## config.mk

```make
export PLATFORM = sky130hd
export DESIGN_NAME = dna_hex_tx_flat
export DESIGN_NICKNAME = d
export VERILOG_FILES = /design/src/rtl/dna_hex_tx_if.sv /design/src/rtl/dna_hex_tx.sv /design/src/flat_wrapper.sv
export SDC_FILE = /design/constraint.sdc
export NUM_CORES = 1
export LEC_CHECK = 0
export CORE_ASPECT_RATIO = 1.2
export CORE_MARGIN = 4
export CORE_UTILIZATION = 40
export DETAILED_ROUTE_END_ITERATION = 12
export DONT_BUFFER_PORTS = 1
export PLACE_DENSITY = 0.51
export SLEW_MARGIN = 20
export SYNTH_ARGS = -nofsm -noshare
export SYNTH_HDL_FRONTEND = slang
export SYNTH_SLANG_ARGS = --single-unit
```

## constraint.sdc

```tcl
create_clock -name sys_clk -period 3.2 [get_ports sys_clk]
set_clock_uncertainty 0.1 [all_clocks]
set_input_delay 0.48 -clock sys_clk [delete_from_list [all_inputs] [get_ports sys_clk]]
set_output_delay 0.48 -clock sys_clk [all_outputs]
set_load 0.005 [all_outputs]
```

## src/rtl/dna_hex_tx_if.sv

```systemverilog
// Handshake/data bundle between the device-ID source and the ID UART transmitter.
interface dna_hex_tx_if;
    logic        dna_rdy;
    logic [56:0] dna_id;
    logic        tx_req;
    logic        uart_txd;
    logic        tx_busy;
    logic        tx_done;

    modport master (output dna_rdy, dna_id, tx_req, input uart_txd, tx_busy, tx_done);
    modport slave  (input dna_rdy, dna_id, tx_req, output uart_txd, tx_busy, tx_done);
endinterface

```

## src/rtl/dna_hex_tx.sv

```systemverilog
// Sends the 57-bit device ID as 15 uppercase hex digits plus CR LF over an 8N1 UART,
// automatically on dna_rdy rising and on request while dna_rdy is high.
module dna_hex_tx #(
    parameter int CLK_DIV = 868
) (
    input  logic          sys_clk,
    input  logic          sys_nrst,
    dna_hex_tx_if.slave   bus
);

    localparam int             CNT_W   = (CLK_DIV > 1) ? $clog2(CLK_DIV) : 1;
    localparam logic [CNT_W-1:0] CNT_MAX = CNT_W'(CLK_DIV - 1);

    typedef enum logic [2:0] {IDLE, START, DATA, STOP, DONE} state_t;

    state_t           state_q, state_d;
    logic [CNT_W-1:0] cnt_q, cnt_d;
    logic [2:0]       bit_q, bit_d;
    logic [4:0]       chr_q, chr_d;
    logic [59:0]      sh_q, sh_d;
    logic             txd_q, txd_d;
    logic             rdy_q;
    logic             trig;
    logic             bit_end;
    logic [7:0]       cur_char;

    function automatic logic [7:0] hex_ascii(input logic [3:0] n);
        if (n < 4'd10) return 8'h30 + {4'h0, n};
        else           return 8'h37 + {4'h0, n};
    endfunction

    // Rising edge of dna_rdy, or an explicit request while the ID is valid; only sampled in IDLE.
    assign trig    = (state_q == IDLE) && bus.dna_rdy && (!rdy_q || bus.tx_req);
    assign bit_end = (cnt_q == CNT_MAX);

    // Characters 0..14 take the top nibble of the shift register; 15 and 16 are CR and LF.
    always_comb begin
        if (chr_q == 5'd15)      cur_char = 8'h0D;
        else if (chr_q == 5'd16) cur_char = 8'h0A;
        else                     cur_char = hex_ascii(sh_q[59:56]);
    end

    always_comb begin
        state_d = state_q;
        cnt_d   = cnt_q;
        bit_d   = bit_q;
        chr_d   = chr_q;
        sh_d    = sh_q;
        txd_d   = txd_q;
        unique case (state_q)
            IDLE: begin
                txd_d = 1'b1;
                cnt_d = '0;
                if (trig) begin
                    sh_d    = {3'b000, bus.dna_id};
                    chr_d   = '0;
                    bit_d   = '0;
                    txd_d   = 1'b0;
                    state_d = START;
                end
            end
            START: begin
                cnt_d = bit_end ? '0 : cnt_q + 1'b1;
                if (bit_end) begin
                    bit_d   = '0;
                    txd_d   = cur_char[0];
                    state_d = DATA;
                end
            end
            DATA: begin
                cnt_d = bit_end ? '0 : cnt_q + 1'b1;
                if (bit_end) begin
                    if (bit_q == 3'd7) begin
                        txd_d   = 1'b1;
                        state_d = STOP;
                    end else begin
                        bit_d = bit_q + 3'd1;
                        txd_d = cur_char[bit_q + 3'd1];
                    end
                end
            end
            STOP: begin
                cnt_d = bit_end ? '0 : cnt_q + 1'b1;
                if (bit_end) begin
                    if (chr_q == 5'd16) begin
                        txd_d   = 1'b1;
                        state_d = DONE;
                    end else begin
                        chr_d   = chr_q + 5'd1;
                        sh_d    = {sh_q[55:0], 4'h0};
                        txd_d   = 1'b0;
                        state_d = START;
                    end
                end
            end
            DONE: begin
                txd_d   = 1'b1;
                state_d = IDLE;
            end
            default: begin
                txd_d   = 1'b1;
                state_d = IDLE;
            end
        endcase
    end

    always_ff @(posedge sys_clk or negedge sys_nrst) begin
        if (!sys_nrst) begin
            state_q <= IDLE;
            cnt_q   <= '0;
            bit_q   <= '0;
            chr_q   <= '0;
            sh_q    <= '0;
            txd_q   <= 1'b1;
            rdy_q   <= 1'b0;
        end else begin
            state_q <= state_d;
            cnt_q   <= cnt_d;
            bit_q   <= bit_d;
            chr_q   <= chr_d;
            sh_q    <= sh_d;
            txd_q   <= txd_d;
            rdy_q   <= bus.dna_rdy;
        end
    end

    assign bus.uart_txd = txd_q;
    assign bus.tx_busy  = (state_q == START) || (state_q == DATA) || (state_q == STOP);
    assign bus.tx_done  = (state_q == DONE);

endmodule
```

## src/flat_wrapper.sv

```systemverilog
// flat-port wrapper written by rule: the top's interface ports become plain ports
module dna_hex_tx_flat 
#(
    parameter int CLK_DIV = 868
)
  (sys_clk, sys_nrst, bus_dna_rdy, bus_dna_id, bus_tx_req, bus_uart_txd, bus_tx_busy, bus_tx_done);
  dna_hex_tx_if bus_i ();
  input  logic sys_clk;
  input  logic sys_nrst;
  input wire logic [$bits(bus_i.dna_rdy)-1:0] bus_dna_rdy;
  input wire logic [$bits(bus_i.dna_id)-1:0] bus_dna_id;
  input wire logic [$bits(bus_i.tx_req)-1:0] bus_tx_req;
  output wire logic [$bits(bus_i.uart_txd)-1:0] bus_uart_txd;
  output wire logic [$bits(bus_i.tx_busy)-1:0] bus_tx_busy;
  output wire logic [$bits(bus_i.tx_done)-1:0] bus_tx_done;
  assign bus_i.dna_rdy = bus_dna_rdy;
  assign bus_i.dna_id = bus_dna_id;
  assign bus_i.tx_req = bus_tx_req;
  assign bus_uart_txd = bus_i.uart_txd;
  assign bus_tx_busy = bus_i.tx_busy;
  assign bus_tx_done = bus_i.tx_done;
  dna_hex_tx #(.CLK_DIV(CLK_DIV)) u_core (.sys_clk(sys_clk), .sys_nrst(sys_nrst), .bus(bus_i));
endmodule
```

# Yosys cells after proc, flatten, opt, wreduce, memory -nomap -nowiden
# Index checks and enable logic that the tools add are counted.
# op_classes
n_addsub,5
n_lt_le_gt_ge,2
n_eq_ne,15
muxes,34
reduce_logical,15
# ops
operator,count
60-bit two-way mux,3
60-bit one-hot mux with 2 select lines,1
3-bit two-way mux,10
8-bit two-way mux,3
10-bit one-hot mux with 2 select lines,1
5-bit two-way mux,3
"6-bit by 4-bit adder with 7-bit output, first input constant",2
3-bit one-hot mux with 4 select lines,1
"10-bit by 1-bit adder with 10-bit output, second input constant",1
"10-bit equality test, second input constant",1
10-bit two-way mux,1
"2-bit by 1-bit inequality test with 1-bit output, second input constant",5
5-bit one-hot mux with 2 select lines,1
5-bit AND reduction,2
3-bit one-hot mux with 3 select lines,1
1-bit two-way mux,7
"3-bit by 2-bit equality test with 1-bit output, second input constant",2
"3-bit equality test, second input constant",2
"5-bit by 1-bit adder with 5-bit output, second input constant",1
"5-bit by 4-bit equality test with 1-bit output, second input constant",1
"5-bit equality test, second input constant",1
"3-bit by 4-bit < comparator with 1-bit output, second input constant",1
"4-bit < comparator, second input constant",1
"2-bit inequality test, second input constant",2
other kinds (13),17
# word_totals
regBits,83

# Depth between registers and ports, before layout
# depth
ltp_word,9
mapped_depth,9

# Worst setup path before layout
# Ideal clock, no wire load.
# synth_path
path_kind,reg2reg
start,reg u_core.cnt_q[0]
end,reg u_core.sh_q[10]
setup_time_ns,0.125
arrival_ns,2.006
setup_slack_ns,0.969
stages_incl_launch_ff,9
synth_period_minus_slack_ns,2.231
cell_sequence,dfrtp_1 ha_1 nand2b_1 nor4_4 a21boi_4 nor2_4 buf_8 buf_12 mux2_4
# synth_between
elab_chain_cells,3
# synth_lines
item,line,rtl
start: declaration,dna_hex_tx.sv:17,"logic [CNT_W-1:0] cnt_q, cnt_d;"
start signal: assignment,dna_hex_tx.sv:118,cnt_q <= cnt_d;
10-bit equality test,dna_hex_tx.sv:34,assign bit_end = (cnt_q == CNT_MAX);
2-bit by 1-bit inequality test with 1-bit output (no source line),--,
4-bit AND reduction (no source line),--,
end signal: assignment,dna_hex_tx.sv:113,sh_q <= '0;
end signal: assignment,dna_hex_tx.sv:121,sh_q <= sh_d;
end: declaration,dna_hex_tx.sv:20,"logic [59:0] sh_q, sh_d;"
# Every way passes these cells.
# A chain may end at the register's enable or synchronous reset.

# Final worst setup path
# layout_path
start,reg u_core.chr_q[0]
end,reg u_core.sh_q[42]
# layout_between
elab_chain_cells,3
# layout_lines
item,line,rtl
start: declaration,dna_hex_tx.sv:19,"logic [4:0] chr_q, chr_d;"
start signal: assignment,dna_hex_tx.sv:120,chr_q <= chr_d;
5-bit equality test,dna_hex_tx.sv:85,if (chr_q == 5'd16) begin
2-bit inequality test (no source line),--,
4-bit AND reduction (no source line),--,
# Every way passes these cells.

==> flow_summary.yaml <==
yosys:
  synth_top_cell_area_share: 0.446
  synth-xor-area-share: 0.00761
  ys_seq_elements: 83
  synthDistinctLibCells: 50
  synthMuxAreaShare: 0.174
  synthesis.nets: 546
  synth_seq_area_share: 0.451
  synth_top_family_by_area: "simple AND/OR/NAND/NOR gates"
  yosys.area_share.simple: 0.216
  synthTopCellsByArea: "dfrtp_1, nand2_1, mux2_4"
  synthAdderAreaFrac: 0.0190
  yosys_warnings: 0
  avgSynthCellArea_sq_um: 9.63
  syn_area_sq_um: 4600
  synth_top_flop_cell: "dfrtp_1"
  async_flop_share: 1.00
  synth_top_area_cell: "dfrtp_1"
  synth_edf_count: 0
  synth_cells: 478
  synth_compound_area_frac: 0.0856
global_routing:
  grt_max_degree: 84
  grt_pass1_wl_microns: 16900
  grt_pass1_vias: 3294
  grt_overflow: 0
  antenna_found_initial: 0
  track_usage: 0.159
pwr:
  power_density_nw_per_um2: 555
  p_sw_frac: 0.247
  irDropWorstVdd_mv: 0.326
  p_leak_uw: 0.00245
  intPower_uw: 2130
  p_seq_frac: 0.456
  power_switching_uw: 700
  power_frac_comb: 0.113
  power_frac_clock: 0.431
worst_setup_path:
  cp-startpoint: "u_core.chr_q[0]"
  cpPeakStageDelay_ns: 0.64
  crit_required_ns: 3.33
  endpoint_kind: "flip-flop"
  crit_type: "reg2reg"
  reg2reg_from: "u_core.chr_q[0]"
  worstPathArrival_ns: 3.07
  crit_path_top_delay_cell: "nor2_4"
  critPathBufInv: 2
  start_kind: "flip-flop"
  crit_family: "simple AND/OR/NAND/NOR gates"
  path_cells: "inv_1 -> ha_1 -> nand4bb_1 -> and3_1 -> a21boi_4 -> nor2_4 -> buf_12 -> mux2_2"
  worstPathMaxFanout: 38
sta:
  tightest_slew_ns: 0.918
  final_max_slew_viol_count: 0
  fmax_mhz: 340
  tns_ns: 0
  setup_viol: 0
  fin_crit_sh: 0.919
  rsz0062_at_grt: "false"
  period_minus_slack_ns: 2.94
  slew-limit-headroom: 0.381
  hold_violations: 0
cts:
  cts.repair.resized: 0
  numCtsBuffers: 9
  root_buffer: "clkbuf_16"
  cts_tree: "built"
  clockBufferDepth: 2
  clkTransAtPathRegs_ns: 0.07
  worstSkewPairLatency_ns: 0.34
  cts_setup_buffers: 0
  ctsHoldBuffers: 2
  clock_sinks: 83
  htree_num_levels: 3
run:
  max-cap-violations: 0
floorplanning:
  start_util: 0.413
  rows: 42
  dieArea_sq_um: 13300
  die_w_microns: 106
  die_y_microns: 126
  ios: 64
  core_sq_um: 11100
outcome:
  outcome: "finished, final reports clean"
layout:
  fillers: 1106
  area_delta_synth_final_pct: 10.8
  regArea_sq_um: 2080
  nNetsFinal: 544
  multi_input_comb_area_sq_um: 2320
  fin_cells: 635
  n_antenna_cell: 0
  drive_gt1_frac: 0.189
routing:
  wl_per_cell_microns: 15.9
  vias_per_cell: 5.09
  drc_errors: 0
  drt_iter0_markers: 187
  routed-via-count: 3235
  drt_wl_total_microns: 10100
  dr.pass1.iters: 4
  ant_nets: 0
placed_design:
  place.gp.congestion: 0.783
  portBuffers: 0
  dp_cells: 617
  dp_hpwl_microns: 6940
worst_hold_path:
  hold_path.class: "in2reg"
  hp-start: "bus_dna_rdy"
## cell type report
type	instances	area share
well taps	154	0.0378
flip-flops and latches	83	0.408
clock inverters	7	0.0238
inverters	9	0.00662
clock buffers	9	0.0442
multi-input cells	360	0.454
repair buffers	13	0.0260
## sequential cells by signal, summed over array words and instances, names as in the netlist
register and count:
u_core.rdy_q 1, u_core.cnt_q 10, u_core.chr_q 5, u_core.sh_q 60, u_core.bus.uart_txd 1, u_core.state_q 3
u_core.bit_q 3
## worst register-to-register path, cell delays in order, from the launching register on
cell and delay [ns]:
dfrtp_1 0.40, inv_1 0.06, ha_1 0.20, nand4bb_1 0.24
and3_1 0.30, a21boi_4 0.15, nor2_4 0.64, buf_12 0.34
mux2_2 0.41
## through the flow
step,setup WS [ns],total power [uW],util,hold slack [ns],cell area (sq um)
3_3_place_gp,0.317,1590,0.423,0.0880,4720
2_1_floorplan,0.969,1530,-,0.0844,4600
4_1_cts,0.236,2860,0.458,0.0551,5100
5_1_grt,0.0697,2960,0.458,0.0479,5100
6_report,0.259,2830,0.458,0.0651,5100
3_5_place_dp,0.238,1600,0.423,0.0878,4720
## power by group through the flow
stage,combinational (uW),sequential (uW),clock [uW]
final,320,1290,1220
after global routing,365,1310,1290
after CTS,326,1290,1240
after detailed placement,296,1310,0
after global placement,288,1300,0
after floorplan,256,1270,0
## cells in the mapped netlist, types with 5 or more instances
| cell | number |
|---|---|
| mux2_4 | 36 |
| mux2i_1 | 6 |
| dfrtp_1 | 82 |
| and3_1 | 8 |
| o31ai_1 | 10 |
| nand2_1 | 180 |
| ha_1 | 7 |
| a21oi_1 | 5 |
| inv_1 | 9 |
| mux2_2 | 18 |
| o21ai_0 | 26 |
| nor2_1 | 14 |
| clkbuf_1 | 18 |
## final timing paths
path,to,depth (start not counted),slack [ns]
setup / recovery,u_core.sh_q[42],8,0.26
hold / removal,u_core.rdy_q,0,0.07
setup reg to reg,u_core.sh_q[42],8,0.26
hold reg to reg,u_core.sh_q[47],1,0.41
max in group asynchronous,u_core.cnt_q[6],2,2.03
min in group asynchronous,u_core.bit_q[0],2,0.62
## cells in the final DEF, fill, tap and decap left out, types with 3 or more instances in the layout
cell type,count
nand2_1,180
o21ai_0,26
xnor2_1,3
o31ai_1,10
nor3b_1,3
nand3_1,4
and3_1,8
nor3_1,4
mux2_4,36
nor2_1,14
dfrtp_1,82
ha_1,7
mux2_2,18
buf_4,10
mux2i_1,6
bufinv_16,3
clkbuf_16,9
inv_1,9
a21oi_1,5
and2_1,4
## layer usage
metal / up-vias / part of all wire / wire length [microns] / track usage
met4: 0 / 0.014 / 139 / 0.0480
met2: 50 / 0.47 / 4800 / 0.261
met1: 1564 / 0.47 / 4720 / 0.205
li1: 1611 / - / - / -
met5: - / 0 / 0 / 0
met3: 10 / 0.046 / 470 / 0.0469
## logic make-up (layout without fill, tap and decap cells)
| group | Yosys count | in the layout |
|---|---|---|
| DFF | 83 | 83 |
| buffers and inverters | 35 | 38 |
| and+or+nand+nor | 231 | 231 |
| xor gates and xnor gates | 4 | 4 |
| adders and majority gates | 7 | 7 |
| muxes | 60 | 60 |
| AOI/OAI and AO/OA | 58 | 58 |
Note: power is estimated with default switching activity, not from simulation.
